===== src/rtl/mc_main_control_fsm_pkg.sv =====
// Shared definitions for the multicycle MIPS main control unit and the
// ALU decoder that consumes its ALUOp.
package mc_main_control_fsm_pkg;

   // Opcode field instr[31:26]
   localparam logic [5:0] OP_RTYPE = 6'b000000;
   localparam logic [5:0] OP_LW    = 6'b100011;
   localparam logic [5:0] OP_SW    = 6'b101011;
   localparam logic [5:0] OP_BEQ   = 6'b000100;
   localparam logic [5:0] OP_ADDI  = 6'b001000;
   localparam logic [5:0] OP_ANDI  = 6'b001100;
   localparam logic [5:0] OP_ORI   = 6'b001101;
   localparam logic [5:0] OP_J     = 6'b000010;

   // ALUOp codes shared with the ALU decoder
   localparam logic [2:0] ALUOP_ADD   = 3'b000;
   localparam logic [2:0] ALUOP_SUB   = 3'b001;
   localparam logic [2:0] ALUOP_FUNCT = 3'b010;
   localparam logic [2:0] ALUOP_AND   = 3'b011;
   localparam logic [2:0] ALUOP_OR    = 3'b100;

   // Main FSM state encodings; 12-15 are unused and recover to FETCH
   typedef enum logic [3:0] {
      S_FETCH    = 4'd0,
      S_DECODE   = 4'd1,
      S_MEMADR   = 4'd2,
      S_MEMREAD  = 4'd3,
      S_MEMWB    = 4'd4,
      S_MEMWRITE = 4'd5,
      S_EXECUTE  = 4'd6,
      S_ALUWB    = 4'd7,
      S_BRANCH   = 4'd8,
      S_IEXEC    = 4'd9,
      S_IWB      = 4'd10,
      S_JUMP     = 4'd11
   } state_e;

endpackage


===== src/rtl/mc_main_control_fsm_if.sv =====
// Control bus between the main control FSM (master) and the datapath (slave).
interface mc_main_control_fsm_if;
   logic [5:0] op;
   logic       zero;
   logic [2:0] ALUOp;
   logic       ALUSrcA;
   logic [1:0] ALUSrcB;
   logic       ZeroExt;
   logic       IorD;
   logic       MemWrite;
   logic       IRWrite;
   logic       RegDst;
   logic       MemtoReg;
   logic       RegWrite;
   logic [1:0] PCSrc;
   logic       pc_en;
   logic       illegal_op;

   modport master (
      input  op, zero,
      output ALUOp, ALUSrcA, ALUSrcB, ZeroExt, IorD, MemWrite, IRWrite,
             RegDst, MemtoReg, RegWrite, PCSrc, pc_en, illegal_op
   );

   modport slave (
      output op, zero,
      input  ALUOp, ALUSrcA, ALUSrcB, ZeroExt, IorD, MemWrite, IRWrite,
             RegDst, MemtoReg, RegWrite, PCSrc, pc_en, illegal_op
   );
endinterface


===== src/rtl/mc_main_control_fsm.sv =====
// Multicycle MIPS main control: Moore FSM sequencing fetch/decode/execute/
// memory/writeback and driving the datapath enables and ALUOp.
module mc_main_control_fsm
   import mc_main_control_fsm_pkg::*;
#(
   parameter int STATE_W = 4
) (
   input  logic                  clk,
   input  logic                  reset,
   mc_main_control_fsm_if.master bus,
   output logic [STATE_W-1:0]    state_o
);

   state_e     state_q, state_d;

   logic [2:0] aluop_d;
   logic       srca_d;
   logic [1:0] srcb_d;
   logic       zext_d;
   logic       iord_d;
   logic       memwrite_d;
   logic       irwrite_d;
   logic       regdst_d;
   logic       memtoreg_d;
   logic       regwrite_d;
   logic [1:0] pcsrc_d;
   logic       pcwrite_d;
   logic       branch_d;
   logic       illegal_d;

   // State register; reset lands in FETCH immediately
   always_ff @(posedge clk or posedge reset) begin
      if (reset) state_q <= S_FETCH;
      else       state_q <= state_d;
   end

   // Next-state and per-state control decode
   always_comb begin
      state_d    = S_FETCH;
      aluop_d    = ALUOP_ADD;
      srca_d     = 1'b0;
      srcb_d     = 2'b00;
      zext_d     = 1'b0;
      iord_d     = 1'b0;
      memwrite_d = 1'b0;
      irwrite_d  = 1'b0;
      regdst_d   = 1'b0;
      memtoreg_d = 1'b0;
      regwrite_d = 1'b0;
      pcsrc_d    = 2'b00;
      pcwrite_d  = 1'b0;
      branch_d   = 1'b0;
      illegal_d  = 1'b0;
      case (state_q)
         S_FETCH: begin
            state_d   = S_DECODE;
            srcb_d    = 2'b01;
            irwrite_d = 1'b1;
            pcwrite_d = 1'b1;
         end
         S_DECODE: begin
            srcb_d = 2'b11;
            case (bus.op)
               OP_LW, OP_SW:           state_d = S_MEMADR;
               OP_RTYPE:               state_d = S_EXECUTE;
               OP_BEQ:                 state_d = S_BRANCH;
               OP_ADDI, OP_ANDI, OP_ORI: state_d = S_IEXEC;
               OP_J:                   state_d = S_JUMP;
               default: begin
                  state_d   = S_FETCH;
                  illegal_d = 1'b1;
               end
            endcase
         end
         S_MEMADR: begin
            srca_d = 1'b1;
            srcb_d = 2'b10;
            // op was validated in DECODE; anything else just retires
            if (bus.op == OP_LW)      state_d = S_MEMREAD;
            else if (bus.op == OP_SW) state_d = S_MEMWRITE;
            else                      state_d = S_FETCH;
         end
         S_MEMREAD: begin
            state_d = S_MEMWB;
            iord_d  = 1'b1;
         end
         S_MEMWB: begin
            memtoreg_d = 1'b1;
            regwrite_d = 1'b1;
         end
         S_MEMWRITE: begin
            iord_d     = 1'b1;
            memwrite_d = 1'b1;
         end
         S_EXECUTE: begin
            state_d = S_ALUWB;
            srca_d  = 1'b1;
            aluop_d = ALUOP_FUNCT;
         end
         S_ALUWB: begin
            regdst_d   = 1'b1;
            regwrite_d = 1'b1;
         end
         S_BRANCH: begin
            srca_d   = 1'b1;
            aluop_d  = ALUOP_SUB;
            pcsrc_d  = 2'b01;
            branch_d = 1'b1;
         end
         S_IEXEC: begin
            state_d = S_IWB;
            srca_d  = 1'b1;
            srcb_d  = 2'b10;
            if (bus.op == OP_ANDI) begin
               aluop_d = ALUOP_AND;
               zext_d  = 1'b1;
            end else if (bus.op == OP_ORI) begin
               aluop_d = ALUOP_OR;
               zext_d  = 1'b1;
            end
         end
         S_IWB: regwrite_d = 1'b1;
         S_JUMP: begin
            pcsrc_d   = 2'b10;
            pcwrite_d = 1'b1;
         end
         default: state_d = S_FETCH;
      endcase
   end

   // Architectural write enables are suppressed while reset is held so an
   // abandoned instruction cannot finish a write.
   assign bus.ALUOp      = aluop_d;
   assign bus.ALUSrcA    = srca_d;
   assign bus.ALUSrcB    = srcb_d;
   assign bus.ZeroExt    = zext_d;
   assign bus.IorD       = iord_d;
   assign bus.MemWrite   = memwrite_d & ~reset;
   assign bus.IRWrite    = irwrite_d & ~reset;
   assign bus.RegDst     = regdst_d;
   assign bus.MemtoReg   = memtoreg_d;
   assign bus.RegWrite   = regwrite_d & ~reset;
   assign bus.PCSrc      = pcsrc_d;
   assign bus.pc_en      = (pcwrite_d | (branch_d & bus.zero)) & ~reset;
   assign bus.illegal_op = illegal_d;

   assign state_o = STATE_W'(state_q);

endmodule

===== src/flat_wrapper.sv =====
// flat-port wrapper written by rule: the top's interface ports become plain ports
module mc_main_control_fsm_flat import mc_main_control_fsm_pkg::*;
#(
   parameter int STATE_W = 4
)
  (clk, reset, state_o, bus_op, bus_zero, bus_ALUOp, bus_ALUSrcA, bus_ALUSrcB, bus_ZeroExt, bus_IorD, bus_MemWrite, bus_IRWrite, bus_RegDst, bus_MemtoReg, bus_RegWrite, bus_PCSrc, bus_pc_en, bus_illegal_op);
  mc_main_control_fsm_if bus_i ();
  input  logic clk;
  input  logic reset;
  output logic [STATE_W-1:0] state_o;
  input wire logic [$bits(bus_i.op)-1:0] bus_op;
  input wire logic [$bits(bus_i.zero)-1:0] bus_zero;
  output wire logic [$bits(bus_i.ALUOp)-1:0] bus_ALUOp;
  output wire logic [$bits(bus_i.ALUSrcA)-1:0] bus_ALUSrcA;
  output wire logic [$bits(bus_i.ALUSrcB)-1:0] bus_ALUSrcB;
  output wire logic [$bits(bus_i.ZeroExt)-1:0] bus_ZeroExt;
  output wire logic [$bits(bus_i.IorD)-1:0] bus_IorD;
  output wire logic [$bits(bus_i.MemWrite)-1:0] bus_MemWrite;
  output wire logic [$bits(bus_i.IRWrite)-1:0] bus_IRWrite;
  output wire logic [$bits(bus_i.RegDst)-1:0] bus_RegDst;
  output wire logic [$bits(bus_i.MemtoReg)-1:0] bus_MemtoReg;
  output wire logic [$bits(bus_i.RegWrite)-1:0] bus_RegWrite;
  output wire logic [$bits(bus_i.PCSrc)-1:0] bus_PCSrc;
  output wire logic [$bits(bus_i.pc_en)-1:0] bus_pc_en;
  output wire logic [$bits(bus_i.illegal_op)-1:0] bus_illegal_op;
  assign bus_i.op = bus_op;
  assign bus_i.zero = bus_zero;
  assign bus_ALUOp = bus_i.ALUOp;
  assign bus_ALUSrcA = bus_i.ALUSrcA;
  assign bus_ALUSrcB = bus_i.ALUSrcB;
  assign bus_ZeroExt = bus_i.ZeroExt;
  assign bus_IorD = bus_i.IorD;
  assign bus_MemWrite = bus_i.MemWrite;
  assign bus_IRWrite = bus_i.IRWrite;
  assign bus_RegDst = bus_i.RegDst;
  assign bus_MemtoReg = bus_i.MemtoReg;
  assign bus_RegWrite = bus_i.RegWrite;
  assign bus_PCSrc = bus_i.PCSrc;
  assign bus_pc_en = bus_i.pc_en;
  assign bus_illegal_op = bus_i.illegal_op;
  mc_main_control_fsm #(.STATE_W(STATE_W)) u_core (.clk(clk), .reset(reset), .bus(bus_i), .state_o(state_o));
endmodule

===== config.mk =====
export PLATFORM = sky130hd
export DESIGN_NAME = mc_main_control_fsm_flat
export DESIGN_NICKNAME = d
export VERILOG_FILES = /design/src/rtl/mc_main_control_fsm_pkg.sv /design/src/rtl/mc_main_control_fsm_if.sv /design/src/rtl/mc_main_control_fsm.sv /design/src/flat_wrapper.sv
export SDC_FILE = /design/constraint.sdc
export NUM_CORES = 1
export LEC_CHECK = 0
export CELL_PAD_IN_SITES_DETAIL_PLACEMENT = 0
export CELL_PAD_IN_SITES_GLOBAL_PLACEMENT = 2
export CORE_ASPECT_RATIO = 1.4
export CORE_MARGIN = 2
export CORE_UTILIZATION = 20
export CTS_CLUSTER_DIAMETER = 100
export DETAILED_ROUTE_END_ITERATION = 6
export GPL_TIMING_DRIVEN = 0
export PLACE_DENSITY_LB_ADDON = 0.12
export RECOVER_POWER = 50
export SYNTH_ARGS = -nofsm -noshare
export SYNTH_HDL_FRONTEND = slang
export SYNTH_SLANG_ARGS = --single-unit

===== constraint.sdc =====
create_clock -name clk -period 1.65 [get_ports clk]
set_input_delay 0.2475 -clock clk [delete_from_list [all_inputs] [get_ports clk]]
set_output_delay 0.2475 -clock clk [all_outputs]
set_load 0.02 [all_outputs]

==> impl_metrics.tcl <==
set metrics [dict create \
    drtAntennaViolNets 0 \
    finalHoldViolCount 0 \
    netlist_area_um2 573 \
    ys_types 34 \
    fmax_mhz 601 \
    gp_congestion 0.700 \
    synth_area_leaders "dfrtp_1, nor3_1, nor2_1" \
    grt_pass1_vias 670 \
    path_class "flop to primary output" \
    dp_slack_ns -0.897 \
    fin_ws_ns -0.0151 \
    finalSetupViolations 2 \
    place_area_um2 901 \
    yosys.area.top_type "dfrtp_1" \
    required_ns 1.40 \
    clock_skew_ns 0.00227 \
    cts-root-buf "clkbuf_8" \
    area_growth_pct 93.4 \
    wl_um 2070 \
    outcome "complete, but fails checks" \
    synthCells 76 \
    overflow 0 \
    largest_reg_flops 4 \
    dp_hpwl_um 1480 \
    final_nets 131 \
    cts_buffer_depth 2 \
    tightest_slew_ns 0.314 \
    dr.pass1.iters 4 \
    syn-mean-instance-area_um2 7.54 \
    vias 742 \
    cts.sinks 4 \
    maxCapViolCount 0 \
    grt_use_total_pct 12.6 \
    start_kind "flop" \
    report.power.total_mw 1.24 \
    rows 23 \
    htree_levels 1 \
    maxSlewHeadroom_pct 79.1 \
    worst_hold_path_type "input pin to flop" \
    io_buffers 27 \
    drcViolationCount 0 \
    cts_hold_buffers 0 \
    stdcell_count 157 \
    ir_worst_vdd_v 0.000395 \
    endpoint_kind "primary output" \
    cts_tree "built" \
    die_h_um 67.3 \
    rsz0062_at_grt "yes" \
    drive_gt1_share_pct 56.7 \
    drv_slew 0 \
    fin_crit_ns 1.67 \
    die_w_um 49.2 \
    syn_nets 85 \
    clk_pin_slew_ns 0.03 \
    core-area_um2 2790 \
    fin_area_um2 1110 \
    antenna_cells 0 \
    drtIter0Drc 11 \
    grt_max_degree 11 \
    start_util_pct 20.5 \
    synth-seq-area-share_pct 17.5 \
    synth_top_area_share_pct 17.5 \
    power_density_nw_per_um2 1120 \
    die-area_um2 3320 \
    violations "setup timing" \
    place_inst 140 \
    whs_ns 0.313 \
    grt_pass1_wl_um 3180 \
    viasPerCell 4.73 \
    post_drt_wl_per_cell_um 13.2 \
    cp_max_fo 8 \
    setup-tns-final_ns -0.0190 \
    r2r_slack_ns 0.31 \
    finalCritPeriodShare_pct 101 \
    final_core_util_pct 39.7 \
    cts_buffers 3 \
    p_leak_nw 0.472 \
    io-pin-count 30 \
    cp.arrival_ns 1.42 \
    ys_ff_latch 4 \
    antenna_found_initial 0 \
    clk_latency_ns 0.21 \
    ys.warnings.count 0 \
]
==> per-layer routing <==
| metal | routed length, µm | vias up | track usage, % | part of all wire [%] |
|---|---|---|---|---|
| li1 | - | 373 | - | - |
| met1 | 837 | 344 | 13.6 | 40 |
| met2 | 1120 | 21 | 24.0 | 54 |
| met3 | 80 | 4 | 1.77 | 3.9 |
| met4 | 34 | 0 | 6.43 | 1.6 |
| met5 | 0 | - | 0 | 0 |
==> final cells by class <==
cell class | instances | area (µm²)
plain buffers | 6 | 70.1
clock buffers | 3 | 41.3
fillers | 310 | 1680
inverters | 3 | 11.3
multi-input cells | 62 | 504
flip-flops and latches | 4 | 101
well taps | 37 | 46.3
repair buffers | 42 | 334
==> cells in the mapped netlist <==
library cell,n
and2_1,2
mux2i_1,1
nand4bb_1,1
and2b_2,2
nor3_1,10
nor2b_1,1
nor4_1,2
nand2b_1,5
clkbuf_1,1
nor2_1,10
nand2_1,3
inv_1,3
xnor2_1,1
o41ai_1,1
or2_2,1
nand3_1,2
a221o_1,2
a31oi_1,3
or4b_4,1
dfrtp_1,4
o21ai_0,2
a21oi_1,1
a211oi_1,1
or3_2,1
buf_4,1
nor3b_1,1
clkbuf_8,2
o22ai_1,3
o31ai_1,1
and3_1,1
o21ai_2,1
buf_6,3
a2111oi_2,1
xor2_1,1
==> cells by family after synthesis <==
| group | synth area share [%] |
|---|---|
| buf+inv | 14.6 |
| compound gates | 21.0 |
| flops | 17.5 |
| mux | 1.75 |
| xor+xnor | 3.06 |
| simple gates | 42.1 |
==> where the power goes <==
group | internal, mW | switching [mW]
clock | 0.155 | 0.0461
sequential | 0.123 | 0.0264
combinational | 0.435 | 0.457
==> worst max-delay path, stage by stage (launching register included) <==
cell	delay [ns]
dfrtp_1	0.39
buf_6	0.16
nand2b_4	0.16
buf_4	0.14
o22ai_1	0.18
buf_4	0.17
==> worst paths after layout <==
kind / startpoint / to / depth (start not counted)
max: u_core.state_o[3] / bus_ALUOp[1] / 5
min: bus_op[3] / u_core.state_o[1] / 2
max reg2reg: u_core.state_o[2] / u_core.state_o[0] / 5
min reg2reg: u_core.state_o[3] / u_core.state_o[1] / 2
max in group asynchronous: reset / u_core.state_o[1] / 2
min in group asynchronous: reset / u_core.state_o[0] / 2
==> cells in the final DEF (no fill, tap or decap), types with 2 or more instances in the layout <==
cell type,n
a31oi_1,3
clkdlybuf4s50_1,5
clkbuf_8,4
nand2_1,3
o21ai_2,2
nor3_1,7
and2b_2,2
nor3_2,3
o22ai_1,3
buf_2,6
buf_6,8
and2_1,2
clkbuf_2,2
dfrtp_1,3
buf_4,21
inv_1,3
nand2b_2,2
nand2b_4,2
nor2_1,7
a221o_1,2
nor2_2,2
dlygate4sd2_1,2
==> repair_timing <==
item | 4_1_cts | 5_1_grt
resized for setup | 103 | 20
hold endpoints to repair | 0 | 0
cloned | 0 | 0
setup endpoints to repair | 18 | 15
pin swaps | 7 | 7
buffers inserted | 5 | 10
Note: power is estimated with default switching activity, not from simulation.
